### src/rtl/spram_arb.sv
// spram_arb: shares the single image SPRAM between the pixel writer
// and the display reader. Reads win; pixels wait in a small FIFO.
module spram_arb #(
    parameter int W          = 200,
    parameter int H          = 185,
    parameter int ADDR_W     = 16,
    parameter int DATA_W     = 12,
    parameter int FIFO_DEPTH = 4,
    parameter int RD_LAT     = 1
) (
    input  logic              i_clk_sys,
    input  logic              i_rst_n,
    input  logic              i_frame_start,
    input  logic              i_wr_valid,
    input  logic [DATA_W-1:0] i_wr_data,
    output logic              o_wr_full,
    input  logic              i_rd_req,
    input  logic [ADDR_W-1:0] i_rd_addr,
    output logic              o_rd_gnt,
    output logic [DATA_W-1:0] o_rd_data,
    output logic              o_rd_valid,
    output logic              o_spram_ce,
    output logic              o_spram_wre,
    output logic [ADDR_W-1:0] o_spram_ad,
    output logic [DATA_W-1:0] o_spram_din,
    input  logic [DATA_W-1:0] i_spram_dout,
    output logic [ADDR_W-1:0] o_wr_cnt,
    output logic              o_frame_done,
    output logic              o_overflow
);

    localparam int PW = $clog2(FIFO_DEPTH);
    localparam int CW = $clog2(FIFO_DEPTH + 1);
    localparam logic [ADDR_W-1:0] LAST = ADDR_W'(W * H - 1);

    logic [DATA_W-1:0] mem [FIFO_DEPTH];
    logic [PW-1:0]     wptr;
    logic [PW-1:0]     rptr;
    logic [CW-1:0]     count;
    logic [ADDR_W-1:0] wr_addr;
    logic              done;
    logic [RD_LAT:0]   rd_pipe;

    logic full;
    logic empty;
    logic push;
    logic pop;
    logic rd_sel;

    assign full   = (count == CW'(FIFO_DEPTH));
    assign empty  = (count == '0);
    assign push   = i_wr_valid && !full && !done && !i_frame_start;
    assign rd_sel = i_rd_req && !full && !i_frame_start;
    assign pop    = !i_frame_start && (full || (!i_rd_req && !empty));

    assign o_wr_full = full;
    assign o_rd_gnt  = rd_sel;

    // FIFO storage; contents need no reset, the pointers qualify them
    always_ff @(posedge i_clk_sys) begin
        if (push) begin
            mem[wptr] <= i_wr_data;
        end
    end

    // FIFO pointers and occupancy; a frame start empties it
    always_ff @(posedge i_clk_sys or negedge i_rst_n) begin
        if (!i_rst_n) begin
            wptr  <= '0;
            rptr  <= '0;
            count <= '0;
        end else if (i_frame_start) begin
            wptr  <= '0;
            rptr  <= '0;
            count <= '0;
        end else begin
            if (push) begin
                wptr <= wptr + PW'(1);
            end
            if (pop) begin
                rptr <= rptr + PW'(1);
            end
            count <= count + CW'(push) - CW'(pop);
        end
    end

    // SPRAM command register: one write, one read or idle per cycle
    always_ff @(posedge i_clk_sys or negedge i_rst_n) begin
        if (!i_rst_n) begin
            o_spram_ce  <= 1'b0;
            o_spram_wre <= 1'b0;
            o_spram_ad  <= '0;
            o_spram_din <= '0;
        end else if (pop && !done) begin
            o_spram_ce  <= 1'b1;
            o_spram_wre <= 1'b1;
            o_spram_ad  <= wr_addr;
            o_spram_din <= mem[rptr];
        end else if (rd_sel) begin
            o_spram_ce  <= 1'b1;
            o_spram_wre <= 1'b0;
            o_spram_ad  <= i_rd_addr;
        end else begin
            o_spram_ce  <= 1'b0;
            o_spram_wre <= 1'b0;
        end
    end

    // Frame bookkeeping: write address, done, overflow, commit count
    always_ff @(posedge i_clk_sys or negedge i_rst_n) begin
        if (!i_rst_n) begin
            wr_addr      <= '0;
            done         <= 1'b0;
            o_frame_done <= 1'b0;
            o_overflow   <= 1'b0;
            o_wr_cnt     <= '0;
        end else if (i_frame_start) begin
            wr_addr      <= '0;
            done         <= 1'b0;
            o_frame_done <= 1'b0;
            o_overflow   <= 1'b0;
            o_wr_cnt     <= '0;
        end else begin
            o_frame_done <= 1'b0;
            if (i_wr_valid && full && !done) begin
                o_overflow <= 1'b1;
            end
            if (pop && !done) begin
                if (wr_addr == LAST) begin
                    done         <= 1'b1;
                    o_frame_done <= 1'b1;
                end else begin
                    wr_addr <= wr_addr + ADDR_W'(1);
                end
            end
            if (o_spram_wre) begin
                o_wr_cnt <= o_wr_cnt + ADDR_W'(1);
            end
        end
    end

    // Read return pipeline; survives a frame start, cleared by reset
    always_ff @(posedge i_clk_sys or negedge i_rst_n) begin
        if (!i_rst_n) begin
            rd_pipe    <= '0;
            o_rd_valid <= 1'b0;
            o_rd_data  <= '0;
        end else begin
            rd_pipe    <= {rd_pipe[RD_LAT-1:0], rd_sel};
            o_rd_valid <= rd_pipe[RD_LAT];
            if (rd_pipe[RD_LAT]) begin
                o_rd_data <= i_spram_dout;
            end
        end
    end

endmodule

### config.mk
export PLATFORM = sky130hd
export DESIGN_NAME = spram_arb
export DESIGN_NICKNAME = d
export VERILOG_FILES = /design/src/rtl/spram_arb.sv
export SDC_FILE = /design/constraint.sdc
export NUM_CORES = 1
export LEC_CHECK = 0
export ABC_AREA = 1
export CAP_MARGIN = 10
export CORE_MARGIN = 1
export CORE_UTILIZATION = 36
export DETAILED_ROUTE_END_ITERATION = 8
export DONT_BUFFER_PORTS = 1
export HOLD_SLACK_MARGIN = 0.1
export PLACE_DENSITY = 0.55
export REMOVE_ABC_BUFFERS = 1
export SETUP_SLACK_MARGIN = 0.15
export SYNTH_ARGS = -nofsm -noshare
export SYNTH_HDL_FRONTEND = slang
export SYNTH_SLANG_ARGS = --single-unit
### constraint.sdc
create_clock -name i_clk_sys -period 2.24 [get_ports i_clk_sys]
set_clock_uncertainty 0.05 [all_clocks]
set_input_delay 0.224 -clock i_clk_sys [delete_from_list [all_inputs] [get_ports i_clk_sys]]
set_output_delay 0.224 -clock i_clk_sys [all_outputs]
set_load 0.01 [all_outputs]
-- Yosys cells after proc, flatten, opt, wreduce, memory -nomap -nowiden
Memory sizes are Yosys's and may differ from the RTL's. A register that Yosys moved wholly into a read port is not among the register bits.
Index checks and enable logic that the tools add are counted.
- output and inout port bits: 63
- input bits: 45
- register bits: 75
- RAM bits: 48
- memories kept: 1
- logic and storage cells: 76
- memory list (memory ; depth ; width ; rd ports ; clocked after memory_dff ; wr ports ; line ; text):
    mem ; 4 ; 12 ; 1 ; 1 ; 1 ; 36 ; logic [DATA_W-1:0] mem [FIFO_DEPTH];
- reductions and logical operators: 27
- add/subtract/negate cells: 6
- equality and inequality tests: 3
- multiplexer cells: 25
- operator list (kind ; count):
    $mux W16 ; 7
    $add A16 B1 Y16 const B ; 2
    $eq A16 B16 Y1 const B ; 1
    $reduce_bool A2 Y1 ; 7
    $mux W1 ; 13
    $logic_and A1 B1 Y1 ; 10
    $mux W2 ; 4
    $logic_not A1 Y1 ; 6
    $add A2 B1 Y2 const B ; 2
    $reduce_and A2 Y1 ; 2
    $add A3 B1 Y3 ; 1
    $eq A3 B3 Y1 const B ; 1
    $logic_not A3 Y1 ; 1
    $mux W3 ; 1
    $sub A3 B1 Y3 ; 1
    $ne A2 B2 Y1 const B ; 1
    $logic_or A1 B1 Y1 ; 1

-- Logic depth before layout (Yosys ltp)
Gate-level depths: netlist (run 1).
- depth after elaboration: 8
- gate-level depth with buffers: 11
- depth with buffers taken out: 11

-- Worst setup path after synthesis (run 1)
No wires, ideal clock.
- path kind: register to register
- start point: reg count[1]
- end point: reg count[2]
- data required time: 2.058 ns
- setup time: 0.132 ns
- cell stages (with the launch flop): 11
- path buffers: 0
- period minus slack after synthesis: 2.097 ns
- slack: 0.143 ns
- arrival time: 1.916 ns
- cells stage by stage: dfrtp_1 -> nor2_2 -> nand2_1 -> nand4_1 -> ha_1 -> inv_1 -> ha_1 -> inv_1 -> fa_1 -> xor2_1 -> nor2_1
- longest elaborated chain between the ends: 8
- elaborated cells on any way between the ends: 13
- classes of those cells: add/sub (2); eq/ne (1); mux (1); reduce/logical (9)
- ends and longest elaborated chain (item ; line ; text):
    start: declaration ; 39 ; logic [CW-1:0] count;
    start signal: assignment ; 83 ; count <= count + CW'(push) - CW'(pop);
    $eq A3 B3 Y1 ; 50 ; assign full = (count == CW'(FIFO_DEPTH));
    $logic_not A1 Y1 ; 52 ; assign push = i_wr_valid && !full && !done && !i_frame_start;
    $logic_and A1 B1 Y1 (3 in series) ; 52 ;
    $add A3 B1 Y3 ; 83 ;
    $sub A3 B1 Y3 * ; 83 ;
    $mux W3 * ; 72 ; end else if (i_frame_start) begin
Mark *: on every way between the ends. The rest lies on a longest branch, timed or not.
A chain may end at the register's enable or synchronous reset.

-- Worst setup path after layout (run 1)
- start point: reg count[1]
- end point: reg done
- longest elaborated chain between the ends: 8
- elaborated cells on any way between the ends: 9
- classes of those cells: eq/ne (1); reduce/logical (8)
- ends and longest elaborated chain (item ; line ; text):
    $logic_not A3 Y1 ; 51 ; assign empty = (count == '0);
    $logic_not A1 Y1 ; 54 ; assign pop = !i_frame_start && (full || (!i_rd_req && !empty));
    $logic_and A1 B1 Y1 ; 54 ;
    $logic_or A1 B1 Y1 * ; 54 ;
    $logic_and A1 B1 Y1 * ; 54 ;
    $logic_and A1 B1 Y1 * ; 128 ; if (pop && !done) begin
    $reduce_bool A2 Y1 (no line) * ; - ;
    $reduce_and A2 Y1 (no line) * ; - ;
    end signal: assignment ; 113 ; done <= 1'b0;
    end signal: assignment ; 119 ; done <= 1'b0;
    end signal: assignment ; 130 ; done <= 1'b1;
    end: declaration ; 41 ; logic done;
Marks and branches as above.

==> results of run 1 <==
==> per-stage QoR <==
stage               total power, W  hold WS [ns]  area, µm²  setup WS, ns
global route               0.00819        -0.582       7450         0.119
global placement           0.00487        -0.119       6270         0.189
detailed placement         0.00492        -0.118       6270        0.0824
CTS                        0.00777        -0.569       7410         0.155
floorplan                  0.00441        -0.122       5870         0.156
finish                     0.00771        -0.549       7450         0.222
==> worst paths after layout <==
| path | cells after the start | to | from |
|---|---|---|---|
| setup / recovery | 8 | done$_DFFE_PN0P_ | count[1]$_DFF_PN0_ |
| hold / removal | 0 | o_wr_cnt[12]$_DFFE_PN0P_ | i_rst_n |
| setup reg to reg | 8 | done$_DFFE_PN0P_ | count[1]$_DFF_PN0_ |
| hold reg to reg | 0 | rd_pipe[1]$_DFF_PN0_ | rd_pipe[0]$_DFF_PN0_ |
| max in group asynchronous | 0 | wr_addr[2]$_DFFE_PN0P_ | i_rst_n |
| min in group i_clk_sys | 3 | wptr[0]$_DFFE_PN0P_ | i_wr_valid |
==> cells by family after synthesis <==
logic type,Yosys count
XOR/XNOR,5
AND/OR/NAND/NOR,304
flip-flops,135
buffers and inverters,74
AO/OA/AOI/OAI,85
multiplexers,12
adder cells (fa/ha/maj),9
==> power breakdown <==
| group | switching (W) | internal, W |
|---|---|---|
| logic | 0.000881 | 0.000623 |
| clock network | 0.00113 | 0.00156 |
| registers | 0.000503 | 0.00301 |
| total | 0.00251 | 0.00519 |
==> state kept, by name (all words and copies together) (netlist names) <==
| name | count |
|---|---|
| mem | 48 |
| o_spram_ad | 16 |
| o_wr_cnt | 16 |
| wr_addr | 16 |
| o_rd_data | 12 |
| o_spram_din | 12 |
| count | 3 |
| rd_pipe | 2 |
| rptr | 2 |
| wptr | 2 |
| done | 1 |
| o_frame_done | 1 |
| o_overflow | 1 |
| o_rd_valid | 1 |
| o_spram_ce | 1 |
| o_spram_wre | 1 |
==> critical path, delay by kind of cell, from the launching register on <==
kind | cells | cell delay [ns]
buffers and inverters | 2 | 0.70
AND/OR/NAND/NOR | 4 | 0.56
flip-flops | 1 | 0.40
AO/OA/AOI/OAI | 2 | 0.19
==> timing repair <==
action | CTS | global route
setup buffers | 2 | 2
pin swaps | 1 | 3
endpoints found under the hold margin | 189 | 87
setup endpoints to repair | 1 | 5
gates cloned | 0 | 0
resized for setup | 1 | 9
==> layout make-up <==
type                       count  share of cell area [%]
tap                          216                    3.63
clock inverter                14                    1.90
multi-input combinational    415                    28.0
sequential                   135                    48.6
timing repair buffer          76                    9.54
inverter                      51                    2.57
clock buffer                  18                    5.76
==> per-layer routing <==
metal | wire (µm) | up-vias | part of all wire [%]
met5 | 0 | - | 0
met4 | 181 | 0 | 1.3
met3 | 609 | 14 | 4.4
met2 | 7030 | 117 | 50
met1 | 6100 | 2218 | 44
li1 | - | 2222 | -
==> cells in the final DEF, fill, tap and decap left out, types with 12 or more instances in the layout <==
cell type	count
o21ai_0	44
mux2_2	12
a21oi_1	13
nor2_1	80
dlygate4sd3_1	56
inv_1	48
buf_4	20
edfxtp_1	48
nand2_1	149
dfrtp_1	83
nand3_1	46
o22ai_1	13
clkbuf_16	17
==> metrics.txt, run 1 <==
status=complete, but fails checks; failing checks=negative hold slack; die width=131 µm; GRT met1 Usage=20.5%; worst-path fanout max=13; worst-margin pin slew=0.486 ns; unrepaired setup endpoints after global routing=yes; hold_buf cts=56; maxcap violations=0; clk buf depth=2; Area Growth Syn to Fin=24.3%; fin crit period=2.02 ns; Yosys warning count=0; Netlist cell types=33; Clk pin slew, worst setup/hold paths=0.06 ns; critical path's largest stage delay=0.57 ns; synthesized area per cell=9.61 µm²; first-pass GRT wire length=22000 µm; clk_lat worst skew=0.42 ns; Max Slew Vio Count=0; gr busiest metal=met2; internal reg-to-reg setup slack=0.22 ns; placed insts=833; Seq/Total Area, Yosys=60.3%; Leakage=3.15 nW; main combinational cell family by area after synthesis=simple AND/OR/NAND/NOR gates; most common cell in the netlist=nand2_1; Die Height=131 µm; DRT iter0 DRCs=215; critical path capture point type=register; final WL=13900 µm; Worst Hold Class=input pin to async pin; Slowest-stage cell, CP=dlygate4sd3_1; WP data arrival=2.26 ns; ys async rst share=64.4%; Yosys reg bits=135; area share of and/or/nand/nor cells after synthesis=21.2%; I/O Buffers=0; Starting Density=37.3%; number of flops mapped to enable cells by yosys=48; # fillers=1508; Synth Instances=624; Clock Sinks=135; htree depth=4; cell area after synthesis=0.00600 mm²; Finish-stage setup viols=0; Synth Area in Adders=2.00%; share of the synthesized area in the top cell type=36.3%; drt pass-1 iters=5; antenna diode count=0; crit share post-route=90.1%; Commonest cells post-synth=nand2_1, dfrtp_1, nor2_1; Pwr per Cell Area=1030 mW/mm²; met3 track demand over resource=4.34%; hpwl dp=8920 µm; I/O pin count=108; routed len/inst=15.0 µm; Reg area=0.00362 mm²; Compound-Gate Fraction of Synth Area=8.20%; Worst EP required=2.49 ns; ys flop type=dfrtp_1; crit path launch type=register; CTS tree=built; Synth Area in XOR/XNOR=0.730%; Final Non-Filler Cells=925; maximum vdd drop=0.550 mV; GPL Wtd Cong=0.832; final hold viol count=87; detailed-route DRC error count=0; setup TNS=0 ns; FP Rows=46; worst path cell trace=nor2_4 > nand2_1 > o21ai_2 > nor2_2 > buf_4 > nand2_2 > o22ai_1 > dlygate4sd3_1; vias per cell=4.94; routing usage on met2=29.4%; GRT overflow=0; post-layout util=46.4%; Core ar.=0.0161 mm²; gr usage total=17.1%; leading area contributor after synthesis=dfrtp_1; Hold WS=-0.549 ns; die area=0.0172 mm²; Max Fclk=496 MHz; Multi-input gate area=0.00209 mm²; mux contribution to synthesized area=2.25%; total CTS buffers=17; share of layout cells above drive strength 1=13.3%; Final #Nets=750; max_slew headroom=67.6%; synth top area cells=dfrtp_1, edfxtp_1, nand2_1; antenna violations before repair=0; vias in the first global route=4366; detailed-route via count=4571; Detail Route Antenna Nets=0; pin count of the biggest net entering global routing=88; root buf cell=clkbuf_16; critical path class=register to register
(Power assumes the default switching activity.)
==> inputs of run 2 (changes only) <==
--- a/config.mk
+++ b/config.mk
@@ -12,7 +12,6 @@
 export DETAILED_ROUTE_END_ITERATION = 8
 export DONT_BUFFER_PORTS = 1
 export HOLD_SLACK_MARGIN = 0.1
-export PLACE_DENSITY = 0.55
 export REMOVE_ABC_BUFFERS = 1
 export SETUP_SLACK_MARGIN = 0.15
 export SYNTH_ARGS = -nofsm -noshare
==> run 2 against run 1 <==
Effect of this change: the run still ends with negative hold slack left; via count up 1.3%; critical path type unchanged; fmax down 1.4%; final cell count up 0.54%.
==> metrics.txt, run 2 (synthesis results as in run 1) <==
antenna violations before repair=0 (unchanged); WP data arrival=2.30 ns (was 2.26 ns); most frequent cells in the layout=nand2_1, dfrtp_1, nor2_1, dlygate4sd3_1, edfxtp_1 (was nand2_1, dfrtp_1, nor2_1, dlygate4sd3_1); Reg area=0.00362 mm² (unchanged); Max Slew Vio Count=0 (unchanged); Leakage=3.21 nW (was 3.15 nW); Worst R2R Path Depth=10 (was 8); Die Height=131 µm (unchanged); Hold WS=-0.560 ns (was -0.549 ns); post-layout util=47.2% (was 46.4%); critical path class=register to register (unchanged); FP Rows=46 (unchanged); worst-path fanout max=3 (was 13); total CTS buffers=17 (unchanged); detailed-route DRC error count=0 (unchanged); Multi-input gate area=0.00211 mm² (was 0.00209 mm²); Max Fclk=489 MHz (was 496 MHz); final hold viol count=87 (unchanged); commonest non-fill, non-tap cell in the layout=nand2_1 (unchanged); failing checks=negative hold slack (unchanged); Starting Density=37.3% (unchanged); antenna diode count=0 (unchanged); Clk pin slew, worst setup/hold paths=0.06 ns (about the same); share of layout cells above drive strength 1=14.1% (was 13.3%); Worst EP required=2.50 ns (was 2.49 ns); max_slew headroom=62.6% (was 67.6%); routed len/inst=15.5 µm (was 15.0 µm); GRT overflow=0 (unchanged); setup TNS=0 ns (unchanged); root buf cell=clkbuf_16 (unchanged); vias in the first global route=4573 (was 4366); number of flip-flops in the largest register=48 (unchanged); final WL=14400 µm (was 13900 µm); Pwr Total=0.00804 W (was 0.00771 W); clk_lat worst skew=0.42 ns (about the same); die width=131 µm (unchanged); pin count of the biggest net entering global routing=88 (unchanged); hpwl dp=9150 µm (was 8920 µm); unrepaired setup endpoints after global routing=yes (unchanged); Slowest-stage cell, CP=fa_2 (was dlygate4sd3_1); Pwr per Cell Area=1060 mW/mm² (was 1030 mW/mm²); drt pass-1 iters=5 (unchanged); Worst Hold Class=input pin to async pin (unchanged); clk buf depth=2 (unchanged); first-pass GRT wire length=22700 µm (was 22000 µm); crit share post-route=91.3% (was 90.1%); crit path launch type=register (unchanged); Final #Nets=755 (was 750); status=complete, but fails checks (unchanged); vias per cell=4.98 (was 4.94); gr usage total=17.4% (was 17.1%); DRT iter0 DRCs=246 (was 215); htree depth=4 (unchanged); worst-margin pin slew=0.559 ns (was 0.486 ns); detailed-route via count=4632 (was 4571); Finish-stage setup viols=0 (unchanged); die area=0.0172 mm² (unchanged); Core ar.=0.0161 mm² (unchanged); CTS tree=built (unchanged); critical path's largest stage delay=0.53 ns (was 0.57 ns); I/O Buffers=0 (unchanged); Clock Sinks=135 (unchanged); fin crit period=2.05 ns (was 2.02 ns); # fillers=1464 (was 1508); I/O pin count=108 (unchanged); maxcap violations=0 (unchanged); GPL Wtd Cong=0.828 (was 0.832); Detail Route Antenna Nets=0 (unchanged); worst path cell trace=nor2_4 > nand2_2 > o21ai_2 > nor2_4 > ha_1 > inv_1 > ha_1 > inv_1 > fa_2 > nor2_1 (was nor2_4 > nand2_1 > o21ai_2 > nor2_2 > buf_4 > nand2_2 > o22ai_1 > dlygate4sd3_1); maximum vdd drop=0.653 mV (was 0.550 mV); Largest Register=mem (unchanged); Area Growth Syn to Fin=26.4% (was 24.3%); critical path capture point type=register (unchanged)
## run 2: changes by cell type in the layout (fill, tap and decap cells not counted), sizes merged
cell and change:
dlygate4sd3 +4, bufinv +2, clkinv -1
## run 2: routing by layer
| metal | share of wire (%) | routed length, µm | global-route usage (%) |
|---|---|---|---|
| met5 | 0 | 0 | 0 |
| met4 | 2.1 | 308 | 7.91 |
| met3 | 4.7 | 674 | 4.59 |
| met2 | 50 | 7190 | 29.5 |
| met1 | 43 | 6200 | 20.8 |
## run 2: timing repair
action	in CTS	in global routing
gates resized for setup	2	21
buffers inserted	1	1
gates cloned	0	1
hold buffers	57	3
endpoints found under the setup margin	2	10
pin swaps	0	1
hold endpoints to repair	183	92
## run 2: final cells by class
cell class	instances	area share, %
clock inverter	14	2.23
sequential	135	47.8
multi-input combinational	415	27.8
timing repair buffer	80	10.1
timing repair inverter	1	0.0660
clock buffer	18	5.79
inverter	51	2.61
tap	216	3.56
## run 2: report_power, final
group | internal [W] | switching, W | total (W)
combinational | 0.000683 | 0.000976 | 0.00166
clock | 0.00179 | 0.00109 | 0.00288
sequential | 0.00301 | 0.000488 | 0.00350
## run 2: final timing paths
check,startpoint,end,slack [ns]
setup / recovery,count[0]$_DFF_PN0_,count[1]$_DFF_PN0_,0.19
hold reg to reg,rd_pipe[0]$_DFF_PN0_,rd_pipe[1]$_DFF_PN0_,0.30
hold / removal,i_rst_n,o_wr_cnt[10]$_DFFE_PN0P_,-0.56
min in group i_clk_sys,i_frame_start,o_frame_done$_DFF_PN0_,0.11
max in group asynchronous,i_rst_n,wr_addr[2]$_DFFE_PN0P_,2.54
setup reg to reg,count[0]$_DFF_PN0_,count[1]$_DFF_PN0_,0.19
## run 2: stage by stage
stage          setup slack, ns  instance area, µm²  instances
4_1_cts                  0.151                7470        925
5_1_grt                  0.115                7580        930
3_3_place_gp             0.193                6280        835
3_5_place_dp            0.0754                6280        835
6_report                 0.194                7580        930
2_1_floorplan            0.156                5870        601
## run 2: critical path, delay by kind of cell (launching register included)
family          cells  cell delay, ns
compound gates      1            0.09
buf+inv             2            0.12
simple gates        4            0.32
flops               1            0.40
fa+ha+maj           3            0.96
==> inputs of run 3 (changes only) <==
--- a/config.mk
+++ b/config.mk
@@ -6,12 +6,13 @@
 export NUM_CORES = 1
 export LEC_CHECK = 0
 export ABC_AREA = 1
+export BUFFER_PORTS_ARGS = -buffer_cell sky130_fd_sc_hd__buf_2
 export CAP_MARGIN = 10
 export CORE_MARGIN = 1
 export CORE_UTILIZATION = 36
+export CTS_BUF_LIST = sky130_fd_sc_hd__clkbuf_8
 export DETAILED_ROUTE_END_ITERATION = 8
-export DONT_BUFFER_PORTS = 1
-export HOLD_SLACK_MARGIN = 0.1
+export HOLD_SLACK_MARGIN = 0.15
 export REMOVE_ABC_BUFFERS = 1
 export SETUP_SLACK_MARGIN = 0.15
 export SYNTH_ARGS = -nofsm -noshare
==> run 3 against run 2 <==
Effect of this change: non-clock buffer count up 91; power down 6.2%; via count up 5.2%; sequential share of layout area down 1.0 points; sequential power down 6.6%; die area unchanged; critical path type unchanged; utilization up 0.97 points; largest power group unchanged; sequential cell count unchanged; cell area up 2.1%; combinational power up 25%; largest cell class unchanged; the flow now finishes without violations; critical path depth unchanged.
==> metrics.txt, run 3 (synthesis results as in run 1) <==
Largest Register=mem (unchanged); crit share post-route=90.1% (was 91.3%); Area Growth Syn to Fin=29.0% (was 26.4%); Final #Nets=845 (was 755); DRT iter0 DRCs=246 (unchanged); final WL=14500 µm (was 14400 µm); worst path cell trace=nor2_4 > nand2_2 > o21ai_2 > nor2_2 > ha_1 > inv_1 > ha_1 > inv_1 > fa_2 > nor2_1 (was nor2_4 > nand2_2 > o21ai_2 > nor2_4 > ha_1 > inv_1 > ha_1 > inv_1 > fa_2 > nor2_1); Die Height=131 µm (unchanged); vias per cell=4.78 (was 4.98); antenna diode count=0 (unchanged); unrepaired setup endpoints after global routing=yes (unchanged); maxcap violations=0 (unchanged); fin crit period=2.02 ns (was 2.05 ns); final worst slack=0.222 ns (was 0.194 ns); Max Fclk=496 MHz (was 489 MHz); GPL Wtd Cong=0.900 (was 0.828); routed len/inst=14.2 µm (was 15.5 µm); I/O Buffers=107 (was 0); FP Rows=46 (unchanged); drt pass-1 iters=4 (was 5); clk_lat worst skew=0.44 ns (was 0.42 ns); die width=131 µm (unchanged); crit path launch type=register (unchanged); detailed-route DRC error count=0 (unchanged); Hold WS=0.178 ns (was -0.560 ns); Starting Density=37.3% (unchanged); worst-path fanout max=3 (unchanged); Worst Hold Class=input pin to async pin (unchanged); CP top delay family=adder cells (unchanged); antenna violations before repair=0 (unchanged); detailed-route via count=4871 (was 4632); internal reg-to-reg setup slack=0.22 ns (was 0.19 ns); clk buf depth=2 (unchanged); critical path's largest stage delay=0.52 ns (was 0.53 ns); critical path capture point type=register (unchanged); commonest non-fill, non-tap cell in the layout=nand2_1 (unchanged); gr usage total=17.9% (was 17.4%); Max Slew Vio Count=0 (unchanged); Finish-stage setup viols=0 (unchanged); root buf cell=clkbuf_8 (was clkbuf_16); setup TNS=0 ns (unchanged); worst-margin pin slew=0.501 ns (was 0.559 ns); Clk pin slew, worst setup/hold paths=0.08 ns (was 0.06 ns); total CTS buffers=17 (unchanged); hpwl dp=9760 µm (was 9150 µm); WP data arrival=2.28 ns (was 2.30 ns); final hold viol count=0 (was 87); max_slew headroom=66.6% (was 62.6%); most frequent cells in the layout=nand2_1, buf_2, dfrtp_1, nor2_1 (was nand2_1, dfrtp_1, nor2_1, dlygate4sd3_1, edfxtp_1); Slowest-stage cell, CP=fa_2 (unchanged); CP bufs+invs=2 (unchanged); first-pass GRT wire length=23300 µm (was 22700 µm); GRT overflow=0 (unchanged); status=finished, final reports clean (was complete, but fails checks); pin count of the biggest net entering global routing=45 (was 88); vias in the first global route=4855 (was 4573); critical path class=register to register (unchanged); Worst R2R Path Depth=10 (unchanged); Leakage=3.50 nW (was 3.21 nW); Detail Route Antenna Nets=0 (unchanged); die area=0.0172 mm² (unchanged); r2r startpoint=count[1]$_DFF_PN0_ (was count[0]$_DFF_PN0_); reg-to-reg endpoint=count[1]$_DFF_PN0_ (unchanged); maximum vdd drop=0.407 mV (was 0.653 mV); Clock Sinks=135 (unchanged); post-layout util=48.2% (was 47.2%); htree depth=4 (unchanged); pre-CTS setup slack=0.0772 ns (was 0.0754 ns); number of flip-flops in the largest register=48 (unchanged); Core ar.=0.0161 mm² (unchanged); share of layout cells above drive strength 1=24.9% (was 14.1%); Worst EP required=2.51 ns (was 2.50 ns); CTS tree=built (unchanged); Pwr per Cell Area=975 mW/mm² (was 1060 mW/mm²); I/O pin count=108 (unchanged)
## run 3: cell types whose count changed in the layout (fill, tap and decap cells not counted), moves of 2 or more
cell and change:
clkbuf_16 -17, buf_4 +3, dfrtp_2 -3, inv_4 -4, buf_2 +106, clkinv_4 +4, inv_6 -2, nor2_1 +3
dlygate4sd3_1 -17, dfrtp_1 +3, nor2_4 -3, clkbuf_8 +16
## run 3: repair_timing
item	4_1_cts	5_1_grt
hold endpoints to repair	166	1
pin swaps	1	1
setup endpoints to repair	3	2
resized for setup	3	4
gates cloned	0	0
buffers inserted	1	0
hold buffers	42	1
## run 3: worst max-delay path by stage
stage               cells after the start               start            endpoint
detailed placement                     11  count[1]$_DFF_PN0_  count[2]$_DFF_PN0_
floorplan                              10  count[1]$_DFF_PN0_  count[2]$_DFF_PN0_
global route                           10  count[1]$_DFF_PN0_  count[1]$_DFF_PN0_
finish                                 10  count[1]$_DFF_PN0_  count[1]$_DFF_PN0_
CTS                                    11  count[0]$_DFF_PN0_  count[2]$_DFF_PN0_
global placement                       11  count[1]$_DFF_PN0_  count[2]$_DFF_PN0_
## run 3: area by class of cell
type | count | area (µm²)
Sequential cell | 135 | 3620
Fill cell | 1477 | 8320
Timing Repair Buffer | 171 | 1140
Clock inverter | 15 | 204
Inverter | 51 | 194
Tap cell | 216 | 270
Clock buffer | 17 | 234
Multi-Input combinational cell | 415 | 2080
## run 3: through the flow
step	instance area, µm²	total power (W)	std cells
finish	7740	0.00754	1020
global route	7740	0.00804	1020
CTS	7720	0.00765	1019
detailed placement	6850	0.00535	944
global placement	6850	0.00527	944
floorplan	5870	0.00441	601
## run 3: power breakdown
group / internal [W] / total [W] / leakage, nW / switching (W)
sequential: 0.00300 / 0.00327 / 1.57 / 0.000272
combinational: 0.000838 / 0.00208 / 1.71 / 0.00125
clock: 0.00122 / 0.00219 / 0.220 / 0.000967
total: 0.00506 / 0.00754 / 3.50 / 0.00248
## run 3: metal layers
layer  track usage (%)  share of wire [%]  vias up
met5                 0                  0        -
met4              6.69               0.57        0
met3              4.30                3.3        8
met2              31.4                 52       91
met1              21.4                 44     2362
li1                  -                  -     2410
